$ cat src/rtl/vend_credit_controller.sv
// Vending credit engine: accumulates dime/quarter credit, arbitrates select/cancel/timeout,
// and sequences the dispense and 5-cent change handshakes.
module vend_credit_controller #(
    parameter int PRICE      = 50,
    parameter int MAX_CREDIT = 95,
    parameter int CW         = 7,
    parameter int TIMEOUT    = 200
) (
    input  logic          clk,
    input  logic          rst,
    input  logic          d_in,
    input  logic          q_in,
    input  logic          sel,
    input  logic          cancel,
    input  logic          vend_ack,
    input  logic          chg_ack,
    output logic          vend_req,
    output logic          chg_req,
    output logic          coin_reject,
    output logic [CW-1:0] credit,
    output logic          busy
);
    localparam int TW = $clog2(TIMEOUT + 1);
    localparam logic [CW:0]   MAX_X   = (CW+1)'(MAX_CREDIT);
    localparam logic [CW-1:0] PRICE_C = CW'(PRICE);
    localparam logic [CW-1:0] UNIT    = CW'(5);

    typedef enum logic [1:0] {IDLE, ACCUM, VEND, CHANGE} state_t;

    state_t        state, state_n;
    logic [CW-1:0] credit_n, remain;
    logic [TW-1:0] tmo, tmo_n;
    logic          reject_n, accepted, coin_ok;
    logic [CW:0]   sum_q, sum_d;

    // Sums carry one extra bit so a coin near the top of the range cannot wrap.
    assign sum_q   = {1'b0, credit} + (CW+1)'(25);
    assign sum_d   = {1'b0, credit} + (CW+1)'(10);
    assign remain  = credit - PRICE_C;
    assign coin_ok = (state == IDLE) || (state == ACCUM);

    always_comb begin
        state_n  = state;
        credit_n = credit;
        tmo_n    = '0;
        reject_n = 1'b0;
        accepted = 1'b0;

        // Quarter has priority; a simultaneous dime is always bounced.
        if (d_in || q_in) begin
            if (!coin_ok) begin
                reject_n = 1'b1;
            end else if (q_in) begin
                if (sum_q > MAX_X) reject_n = 1'b1;
                else begin
                    credit_n = sum_q[CW-1:0];
                    accepted = 1'b1;
                end
                if (d_in) reject_n = 1'b1;
            end else begin
                if (sum_d > MAX_X) reject_n = 1'b1;
                else begin
                    credit_n = sum_d[CW-1:0];
                    accepted = 1'b1;
                end
            end
        end

        case (state)
            IDLE: begin
                if (accepted) state_n = ACCUM;
            end
            ACCUM: begin
                // sel qualifies on registered credit only, ignoring a same-cycle coin.
                if (sel && credit >= PRICE_C)       state_n = VEND;
                else if (cancel)                    state_n = CHANGE;
                else if (d_in || q_in || sel)       tmo_n   = '0;
                else if (tmo == TW'(TIMEOUT - 1))   state_n = CHANGE;
                else                                tmo_n   = tmo + TW'(1);
            end
            VEND: begin
                if (vend_ack) begin
                    credit_n = remain;
                    state_n  = (remain != '0) ? CHANGE : IDLE;
                end
            end
            CHANGE: begin
                if (credit == '0) state_n = IDLE;
                else if (chg_ack) begin
                    credit_n = credit - UNIT;
                    if (credit == UNIT) state_n = IDLE;
                end
            end
            default: state_n = IDLE;
        endcase
    end

    always_ff @(posedge clk or posedge rst) begin
        if (rst) begin
            state       <= IDLE;
            credit      <= '0;
            tmo         <= '0;
            coin_reject <= 1'b0;
            vend_req    <= 1'b0;
            chg_req     <= 1'b0;
            busy        <= 1'b0;
        end else begin
            state       <= state_n;
            credit      <= credit_n;
            tmo         <= tmo_n;
            coin_reject <= reject_n;
            vend_req    <= (state_n == VEND);
            chg_req     <= (state_n == CHANGE);
            busy        <= (state_n == VEND) || (state_n == CHANGE);
        end
    end
endmodule

$ cat config.mk
export PLATFORM = sky130hd
export DESIGN_NAME = vend_credit_controller
export DESIGN_NICKNAME = d
export VERILOG_FILES = /design/src/rtl/vend_credit_controller.sv
export SDC_FILE = /design/constraint.sdc
export NUM_CORES = 1
export LEC_CHECK = 0
export ABC_AREA = 1
export CELL_PAD_IN_SITES_DETAIL_PLACEMENT = 1
export CELL_PAD_IN_SITES_GLOBAL_PLACEMENT = 1
export CORE_MARGIN = 2
export CORE_UTILIZATION = 44
export DETAILED_ROUTE_END_ITERATION = 8
export GPL_TIMING_DRIVEN = 0
export PLACE_DENSITY_LB_ADDON = 0.05
export SLEW_MARGIN = 20
export SYNTH_ARGS = -nofsm -noshare
export SYNTH_HDL_FRONTEND = slang
export SYNTH_SLANG_ARGS = --single-unit
$ cat constraint.sdc
create_clock -name clk -period 3.4 [get_ports clk]
set_clock_uncertainty 0.1 [all_clocks]
set_input_delay 0.68 -clock clk [delete_from_list [all_inputs] [get_ports clk]]
set_output_delay 0.68 -clock clk [all_outputs]
set_load 0.01 [all_outputs]
* Yosys cells after proc, flatten, opt, wreduce, memory -nomap -nowiden
Index checks and enable logic that the tools add are counted.
Word-level totals: register bits after elaboration 21, bits of input ports 8, output and inout bits 11, word-level logic and storage cells 66
Cells by class: add/subtract/negate cells 5, $lt $le $gt $ge 3, eq/ne operators 7, multiplexer cells 36, reduce and logical (&&, ||, !) cells 8
Operators with widths (number):
- two-way mux 7 bit | 8
- two-way mux 8 bit | 5
- two-way mux 2 bit | 10
- greater-than comparator 8 x 7 -> 1 bit (second input constant) | 2
- one-hot mux 7 bit (2 select lines) | 1
- two-way mux 1 bit | 11
- adder 7 x 4 -> 8 bit (second input constant) | 1
- adder 7 x 5 -> 8 bit (second input constant) | 1
- adder 8 x 1 -> 8 bit (second input constant) | 1
- == test 2 bit (second input constant) | 4
- == test 8 bit (second input constant) | 1
- one-hot mux 2 bit (4 select lines) | 1
- == test 7 x 3 -> 1 bit (second input constant) | 1
- greater-or-equal comparator 7 x 6 -> 1 bit (second input constant) | 1
- logical NOT 7 bit | 1
- nonzero test 7 bit | 1
- subtractor 7 x 3 -> 7 bit (second input constant) | 1
- subtractor 7 x 6 -> 7 bit (second input constant) | 1
- logical OR 1 bit | 4
- == test 2 x 1 -> 1 bit (second input constant) | 1
- logical NOT 2 bit | 1
- logical AND 1 bit | 1

* Longest topological paths before layout
depth in word-level cells 10, depth in mapped cells 14, mapped depth without buffers 14

* Least setup slack after synthesis
No wires, ideal clock.
path type flip-flop to flip-flop, start register credit[2], end register credit[0], setup time 0.118 ns, arrival time 1.637 ns, data required time 3.182 ns, path slack 1.544 ns, stages on the path, launching flop included 12, path buffers 0, period minus slack after synthesis 1.856 ns, cell sequence dfrtp_1 -> ha_1 -> nand2_1 -> nand2_2 -> nand2_1 -> nand2_1 -> nand2_2 -> nand2_4 -> inv_2 -> o31ai_2 -> xor2_1 -> inv_1
On the way: word-level cells in the longest chain between the ends 9, elaborated cells between the ends (all ways) 14, classes of those cells add/sub (2); order compare (2); mux (9); reduce/logical (1)
Ends and longest elaborated chain:
- start: declaration | RTL line 20 | output logic [CW-1:0] credit,
- start signal: assignment | RTL line 109 | credit <= credit_n;
- adder 7 x 4 -> 8 bit or adder 7 x 5 -> 8 bit (tied branches) | RTL line 38, 37
- greater-than comparator 8 x 7 -> 1 bit, on equally long branches | RTL line 61, 54
- two-way mux 7 bit, on equally long branches | RTL line 61, 54
- two-way mux 7 bit | RTL line 53 | end else if (q_in) begin
- two-way mux 7 bit | RTL line 51 | if (!coin_ok) begin
- two-way mux 7 bit | RTL line 50 | if (d_in || q_in) begin
- two-way mux 7 bit | RTL line 89 | else if (chg_ack) begin
- two-way mux 7 bit | RTL line 88 | if (credit == '0) state_n = IDLE;
- one-hot mux 7 bit (2 select lines) * | RTL line 69 | case (state)
Mark *: on every way between the ends. The rest lies on a longest branch, timed or not.

* Worst setup path in the final report
start input port d_in, end register credit[6]
On the way: word-level cells in the longest chain between the ends 5, elaborated cells between the ends (all ways) 6, classes of those cells mux (5); reduce/logical (1)
Ends and longest elaborated chain:
- start: declaration | RTL line 11 | input logic d_in,
- logical OR 1 bit * | RTL line 50
- two-way mux 7 bit * | RTL line 50
- two-way mux 7 bit | RTL line 89
- two-way mux 7 bit | RTL line 88
- one-hot mux 7 bit (2 select lines) * | RTL line 69
- named net credit_n[6] | RTL line 31 | logic [CW-1:0] credit_n, remain;
The timed path passes the listed nets; every way through them passes the cells marked *.

==> run_results.csv <==
group,metric,value,unit
global_routing,grt_pass1_wl,8370,um
cells_and_area,area_growth,16.5,%
worst_setup_path,crit_required,3.42,ns
cells_and_area,final_cell_area,0.00210,mm2
cts,cts_resized,0,
floorplanning,dieHeight,68.0,um
cells_and_area,fin_nets,309,
pwr,combPwrFrac,72.1,%
worst_setup_path,startpoint_type,"primary input",
cts,cts_max_path_buffers,2,
route,wire_per_inst,14.6,um
route,route.detailed.drc,0,
cts,h-tree-depth,1,
global_routing,grt_max_degree,21,
synth,synth_ff_type,"dfrtp_1",
route,first_pass_iters,4,
pwr,ir_drop,0.554,mV
placement,dp_hpwl,3880,um
synth,synthArstFlopShare,100,%
route,ant_nets,0,
route,vias,1765,
worst_setup_path,critPathMaxFanout,8,
synth,synth-warning-count,0,
run_status,status,"finished clean",
floorplanning,num_rows,23,
synth,synth-edff-count,0,
pwr,pwr_density_cell,1000,mW/mm2
synth,synth_nets,286,
route,wl,4990,um
global_routing,grt_pass1_vias,1747,
cts,cts_setup_buffers,0,
synth,synth_fa_ha_area_share,6.25,%
cts,cts_root_buffer,"clkbuf_8",
global_routing,track_usage,24.4,%
pwr,p_sw_share,53.1,%
placement,place_area,0.00205,mm2
synth,synth_top_cell_by_area,"dfrtp_1",
timing,finalSetupViolations,0,
timing,hold_violations,0,
worst_hold_path,hold_depth,1,
pwr,p_clk_share,8.9,%
synth,ys_types,37,
cells_and_area,drive_gt1_share,12.4,%
pwr,p_int,0.987,mW
timing,fin_tns_setup,0,ns
worst_setup_path,crit_arrival,2.46,ns
cells_and_area,diodes,0,
synth,synthCells,269,
synth,ys_ff_latch,20,
route,first_iter_violations,52,
synth,synth_area_leaders,"dfrtp_1 (28%), nand2_1 (16%), nand3_1 (7.5%)",
timing,rsz0062_at_grt,"false",
pwr,p_switching,1.12,mW
timing,slew_headroom,49.8,%
synth,synth_top_family_by_area,"simple AND/OR/NAND/NOR gates",
global_routing,grt_antenna_before_repair,0,
cts,hold_buffers,0,
timing,worst_slew_pin_slew,0.752,ns
timing,final.period_utilization,71.6,%
worst_hold_path,hold_path_class,"reg2reg",
cts,clk_pin_slew,0.07,ns
placement,gp_congestion,0.846,
floorplanning,dieArea,0.00463,mm2
worst_setup_path,path_class,"in2reg",
floorplanning,core-area,0.00397,mm2
synth,muxShareOfSynthArea,0,%
synth,synth_top_area_share,27.8,%
flow_run,drv_cap,0,
synth,synth-compound-area-share,9.16,%
cts,clock_sinks,20,
synth,synthXorXnorAreaFrac,6.73,%
floorplanning,dieWidth,68.0,um
timing,drv_slew,0,
floorplanning,start_util,45.4,%
route,vias_per_cell,5.18,
cells_and_area,fillCellCount,546,
pwr,seq_power_share,19.0,%
synth,seq_area_frac_synth,27.8,%
placement,io_buffers,18,
floorplanning,io_pins,19,
synth,syn_area_per_cell,6.70,um2
timing,fmaxAchievable,411,MHz
timing,period_needed,2.43,ns
pwr,p_leak,1.06,nW
cts,numCtsBuffers,3,
synth,synthSimpleGateAreaFrac,40.0,%
global_routing,gr-total-overflow,0,
cts,clock_latency,0.27,ns
synth,syn_area,0.00180,mm2
worst_setup_path,end_kind,"flop",
cts,cts_tree,"yes",
worst_setup_path,r2r_cells,14,
==> worst max-delay path, cell delays in order <==
cell and delay, ns:
clkdlybuf4s50_1 0.49, nor2_1 0.09, nor2_1 0.49, inv_1 0.16, a21oi_1 0.16, o21ai_0 0.10
o211ai_1 0.11, o221ai_1 0.17
==> routing by layer <==
metal	wire length (um)	global-route usage (%)	up-vias
met5	0	0	-
met4	38	5.00	0
met3	137	3.95	5
met2	2330	39.8	24
met1	2480	34.0	837
li1	-	-	899
==> layout make-up <==
class / instances / area [um2] / share of cell area [%]
buffer: 5 / 42.5 / 2.03
clock buffer: 4 / 55.1 / 2.62
inverter: 36 / 139 / 6.61
multi-input combinational: 208 / 1120 / 53.4
sequential: 20 / 500 / 23.8
tap: 50 / 62.6 / 2.98
timing repair buffer: 18 / 180 / 8.58
==> final timing paths <==
path | end | from | slack, ns
max in group asynchronous | tmo[4] | rst | 1.99
min reg2reg | tmo[0] | tmo[0] | 0.37
min in group asynchronous | chg_req | rst | 0.74
max reg2reg | credit[2] | credit[2] | 1.18
max | credit[6] | d_in | 0.97
min | tmo[0] | tmo[0] | 0.37
==> power by group through the flow <==
stage | combinational (mW) | clock (mW) | sequential (mW)
final | 1.52 | 0.188 | 0.400
after global routing | 1.72 | 0.203 | 0.414
after floorplan | 1.07 | 0 | 0.417
after detailed placement | 1.51 | 0 | 0.405
after CTS | 1.53 | 0.192 | 0.402
after global placement | 1.48 | 0 | 0.403
==> cell usage in the layout, fill, tap and decap left out, drive strengths merged, types with 2 or more instances in the layout <==
cell type / n
nand2: 87
nor2: 35
inv: 34
nand3: 27
dfrtp: 20
clkdlybuf4s50: 18
xor2: 11
ha: 9
o21ai: 8
a21oi: 7
buf: 5
o211ai: 4
nand4: 4
nor3: 4
clkbuf: 4
xnor2: 2
o22ai: 2
clkinv: 2
==> Yosys cell counts (2+ instances only) <==
| cell | number |
|---|---|
| nand2_2 | 9 |
| inv_1 | 27 |
| nand2_1 | 77 |
| buf_4 | 2 |
| nand3_1 | 27 |
| xnor2_1 | 2 |
| o22ai_1 | 2 |
| o211ai_1 | 4 |
| nor3_1 | 4 |
| ha_1 | 9 |
| buf_6 | 2 |
| nand4_1 | 4 |
| xor2_1 | 10 |
| nor2_1 | 31 |
| dfrtp_1 | 20 |
| a21oi_1 | 7 |
| nor2_4 | 2 |
| o21ai_0 | 4 |
| inv_2 | 6 |
| o21ai_1 | 3 |
==> registers in the layout (all words and copies together) (netlist names) <==
signal and count:
tmo 8, credit 7, state 2, chg_req 1, coin_reject 1, vend_req 1
==> kinds of logic (layout without fill, tap and decap cells) <==
kind of cell | Yosys count | in the layout
buffers and inverters | 41 | 63
flip-flops | 20 | 20
XOR/XNOR | 13 | 13
AO/OA/AOI/OAI | 26 | 26
AND/OR/NAND/NOR | 160 | 160
adder cells (fa/ha/maj) | 9 | 9
==> stage by stage <==
stage | std cells | worst slack (ns) | hold WS (ns) | utilization, % | total power [mW]
finish | 341 | 0.966 | 0.367 | 52.9 | 2.11
global route | 341 | 0.749 | 0.390 | 52.9 | 2.34
CTS | 341 | 0.953 | 0.369 | 52.9 | 2.12
detailed placement | 337 | 0.677 | 0.354 | 51.5 | 1.92
global placement | 337 | 0.699 | 0.350 | 51.5 | 1.88
floorplan | 269 | 1.54 | 0.333 | - | 1.48
Power figures use the tool's default switching activity.
==> RTL edit 1: new RTL, same settings <==
`MAX_CREDIT`: 95 -> 47.
--- a/src/rtl/vend_credit_controller.sv
+++ b/src/rtl/vend_credit_controller.sv
@@ -3,5 +3,5 @@
 module vend_credit_controller #(
     parameter int PRICE      = 50,
-    parameter int MAX_CREDIT = 95,
+    parameter int MAX_CREDIT = 47,
     parameter int CW         = 7,
     parameter int TIMEOUT    = 200
Check against the original RTL: not equivalent (Yosys sat finds a counterexample within 4 cycles, from zero or initial values and one cycle with rst high).
==> RTL edit 1 against the original RTL <==
  * Global-route usage grew 0.17 points
  * Wire length grew 6.6%
  * Worst setup slack gained 0.14 ns
  * Final area grew 1.1%
  * Critical path depth grew 6
  * Power grew 1.0%
  * Sequential cell count grew 1
  * Synthesized area grew 2.4%
  * Critical endpoint is now credit[3]
  * Largest cell class unchanged
==> RTL edit 1: results (changes against the original RTL) <==
.. list-table::
   :header-rows: 1

   * - Metric
     - Value
   * - Outcome
     - finished, final reports clean
   * - Cells taking the most area after synthesis
     - sky130_fd_sc_hd__dfrtp_1 (28%), sky130_fd_sc_hd__nand2_1 (14%), sky130_fd_sc_hd__inv_1 (7.7%), sky130_fd_sc_hd__ha_1 (6.1%), sky130_fd_sc_hd__nor2_1 (5.5%)
   * - Average wire per standard cell
     - 15.8 µm (+7.9%)
   * - Standard cell with the maximum stage delay on the critical path
     - sky130_fd_sc_hd__dfrtp_1
   * - XOR/XNOR Fraction of Synth Area
     - 0.0617 (-0.00562)
   * - Number of distinct standard cells referenced by the synthesized netlist
     - 34 (-8.1%)
   * - Final net count
     - 305 (-1.3%)
   * - M2 GR Usage
     - 0.409 (+0.0106)
   * - Post-synthesis net count
     - 283 (-1.0%)
   * - Place WS
     - 0.878 ns (+0.202 ns)
   * - Delay of the slowest cell on the worst path
     - 0.51 ns (+0.02 ns)
   * - DP HPWL
     - 4220 µm (+8.9%)
   * - Sequential element share of the synthesized area
     - 0.285 (+0.00716)
   * - WP data arrival
     - 2.33 ns (-0.13 ns)
   * - Headroom to the max-slew limit
     - 0.467 (-0.0312)
   * - Overall routing resource usage
     - 0.246 (+0.00171)
   * - Met3 usage in global routing
     - 0.0390 (-0.000513)
   * - Tmin final
     - 2.29 ns (-0.142 ns)
   * - Pin count of the biggest net entering global routing
     - 22 (+4.8%)
   * - Top cell types by occurrence after synthesis
     - sky130_fd_sc_hd__nand2_1 (71), sky130_fd_sc_hd__inv_1 (38), sky130_fd_sc_hd__nor2_1 (27)
   * - Final weighted congestion in routability-driven placement
     - 0.834 (-1.4%)
   * - DR vias/cell
     - 5.34 (+3.2%)
   * - Number of DRC markers in iteration 0
     - 86 (+65%)
   * - Met1 Use GR
     - 0.348 (+0.00744)
   * - Mean instance size in the synthesized netlist
     - 6.94 µm² (+3.5%)
   * - # port buffers
     - 17 (-1)
   * - Static Leakage
     - 1.06 nW (about the same)
RTL edit 1: cell count changes in the layout (fill, tap and decap cells not counted), sizes merged, moves of 2 or more:
cell	unedited run	this run
nand3	27	19
inv	34	41
nand2	87	80
nand4	4	10
a21oi	7	9
RTL edit 1: final timing paths:
path / from / endpoint / cells past startpoint
max: credit[1] / credit[3] / 14
min: tmo[0] / tmo[0] / 1
max reg2reg: credit[1] / credit[3] / 14
min reg2reg: tmo[0] / tmo[0] / 1
max in group asynchronous: rst / credit[6] / 2
min in group asynchronous: rst / state[1] / 2
RTL edit 1: cell families (layout without fill, tap and decap cells):
family | after synthesis | in the layout
AO/OA/AOI/OAI | 29 | 29
XOR/XNOR | 13 | 13
adder cells (fa/ha/maj) | 9 | 9
buffers and inverters | 46 | 67
flip-flops | 21 | 21
AND/OR/NAND/NOR | 148 | 148
RTL edit 1: final cells by class:
type,instances,area (µm²)
plain buffers,5,46.3
clock buffers,3,41.3
clock inverters,1,5.00
fillers,533,1900
inverters,41,154
multi-input cells,199,1120
flip-flops and latches,21,526
well taps,50,62.6
repair buffers,17,170
RTL edit 1: routing by layer:
metal,up-vias,wire (µm)
met1,875,2620
met3,2,204
li1,887,-
met2,36,2470
met5,-,0
met4,0,16
RTL edit 1: power breakdown:
part	total, mW	internal (mW)	switching (mW)	leakage (nW)
clock	0.165	0.0817	0.0830	0.0255
combinational	1.54	0.558	0.985	0.767
sequential	0.420	0.330	0.0898	0.268
total	2.13	0.970	1.16	1.06
RTL edit 1: through the flow:
stage	util	cell area [µm²]
after detailed placement	0.516	2080
after global routing	0.527	2120
after floorplan	-	1850
after CTS	0.527	2120
after global placement	0.516	2080
final	0.527	2120
==> RTL edit 2: new RTL, same settings <==
Made on the original files. Reset style: synchronous (`rst`), changed in one clocked block.
--- a/src/rtl/vend_credit_controller.sv
+++ b/src/rtl/vend_credit_controller.sv
@@ -96,5 +96,5 @@
     end
 
-    always_ff @(posedge clk or posedge rst) begin
+    always_ff @(posedge clk) begin
         if (rst) begin
             state       <= IDLE;
Formal check against the unedited RTL: differs if rst is asserted again (counterexample within 4 cycles, from zero or initial values and one cycle with rst high); with rst held inactive, the same outputs for 10 cycles.
==> RTL edit 2 against the original RTL <==
  * Sequential cell count did not move
  * Power decreased by 16%
  * Final area shrank 1.3%
  * Wire length is 14% higher
  * Die area shrank 1.7%
  * Combinational power fell by 24%
  * Worst setup slack worse by 0.14 ns
  * Synthesized area decreased by 1.8%
  * Largest cell class unchanged
  * Highest routed layer unchanged
==> RTL edit 2: results (changes against the original RTL) <==
.. list-table::
   :header-rows: 1

   * - Metric
     - Value
   * - Outcome
     - finished, final reports clean
   * - Top cell types by occurrence after synthesis
     - sky130_fd_sc_hd__nand2_1 (71), sky130_fd_sc_hd__inv_1 (29), sky130_fd_sc_hd__nor2_1 (27)
   * - Delay of the slowest cell on the worst path
     - 0.60 ns (+0.11 ns)
   * - Area of placed instances
     - 2000 µm² (-2.1%)
   * - Worst-case vdd ir drop
     - 0.425 mV (-23%)
   * - Most instantiated flip-flop cell in the synthesis netlist
     - sky130_fd_sc_hd__dfxtp_1
   * - # port buffers
     - 17 (-1)
   * - Crit path from
     - q_in
   * - Sequential element share of the synthesized area
     - 0.226 (-0.0514)
   * - DR vias/cell
     - 5.40 (+4.4%)
   * - Headroom to the max-slew limit
     - 0.588 (+0.0901)
   * - Total instance count after detailed placement
     - 342 (+1.5%)
   * - Number of DRC markers in iteration 0
     - 91 (+75%)
   * - Number of distinct standard cells referenced by the synthesized netlist
     - 38 (+2.7%)
   * - Pin count of the biggest net entering global routing
     - 13 (-38%)
   * - Static Leakage
     - 0.968 nW (-8.7%)
   * - Mean instance size in the synthesized netlist
     - 6.44 µm² (-3.9%)
   * - Startpoint of the worst hold path
     - tmo[0]
   * - Post-synthesis net count
     - 292 (+2.1%)
   * - Filler-free cell count of the finished design
     - 346 (+1.5%)
   * - WP data arrival
     - 2.67 ns (+0.21 ns)
   * - Final net count
     - 314 (+1.6%)
   * - Launch point of the worst reg-to-reg path
     - credit[1]
   * - Average wire per standard cell
     - 16.4 µm (+12%)
   * - Kind of cell adding the most delay to the critical path
     - simple AND/OR/NAND/NOR gates
RTL edit 2: cell families (layout without fill, tap and decap cells):
| group | count (synthesis) | count (layout) | synth area share |
|---|---|---|---|
| flops | 20 | 20 | 0.226 |
| compound gates | 36 | 36 | 0.136 |
| buf+inv | 42 | 63 | 0.0996 |
| simple gates | 161 | 161 | 0.440 |
| fa+ha+maj | 9 | 9 | 0.0636 |
| xor+xnor | 7 | 7 | 0.0346 |
RTL edit 2: final timing paths:
path	endpoint	slack, ns	depth (start not counted)
worst max-delay path	credit[3]	0.83	9
worst min register to register	tmo[0]	0.36	1
worst max register to register	credit[3]	1.12	7
worst min-delay path	tmo[0]	0.36	1
RTL edit 2: stage by stage:
stage               hold slack [ns]  total power, mW  worst slack [ns]  utilization
floorplan                     0.318             1.17              1.59            -
global placement              0.332             1.47             0.635        0.508
detailed placement            0.359             1.51             0.582        0.508
CTS                           0.371             1.78             0.861        0.526
global route                  0.389             1.92             0.686        0.526
finish                        0.362             1.77             0.828        0.526
RTL edit 2: cell type report:
type,count,area [µm²]
clock buffer,3,41.3
tap,50,62.6
clock inverter,1,30.0
fill,552,1870
multi-input combinational,213,1190
timing repair buffer,17,170
inverter,36,136
buffer,6,40.0
sequential,20,400
RTL edit 2: metal layers:
layer	vias up	GRT usage	share of wire
met5	-	0	0
met4	0	0.0663	0.016
met3	12	0.0500	0.042
met2	47	0.493	0.50
met1	876	0.320	0.44
li1	935	-	-
RTL edit 2: where the power goes:
| part | internal, mW | total, mW | switching [mW] | leakage [nW] |
|---|---|---|---|---|
| Combinational | 0.416 | 1.16 | 0.747 | 0.769 |
| Clock | 0.157 | 0.243 | 0.0857 | 0.0357 |
| Sequential | 0.289 | 0.367 | 0.0779 | 0.163 |
| Total | 0.862 | 1.77 | 0.911 | 0.968 |
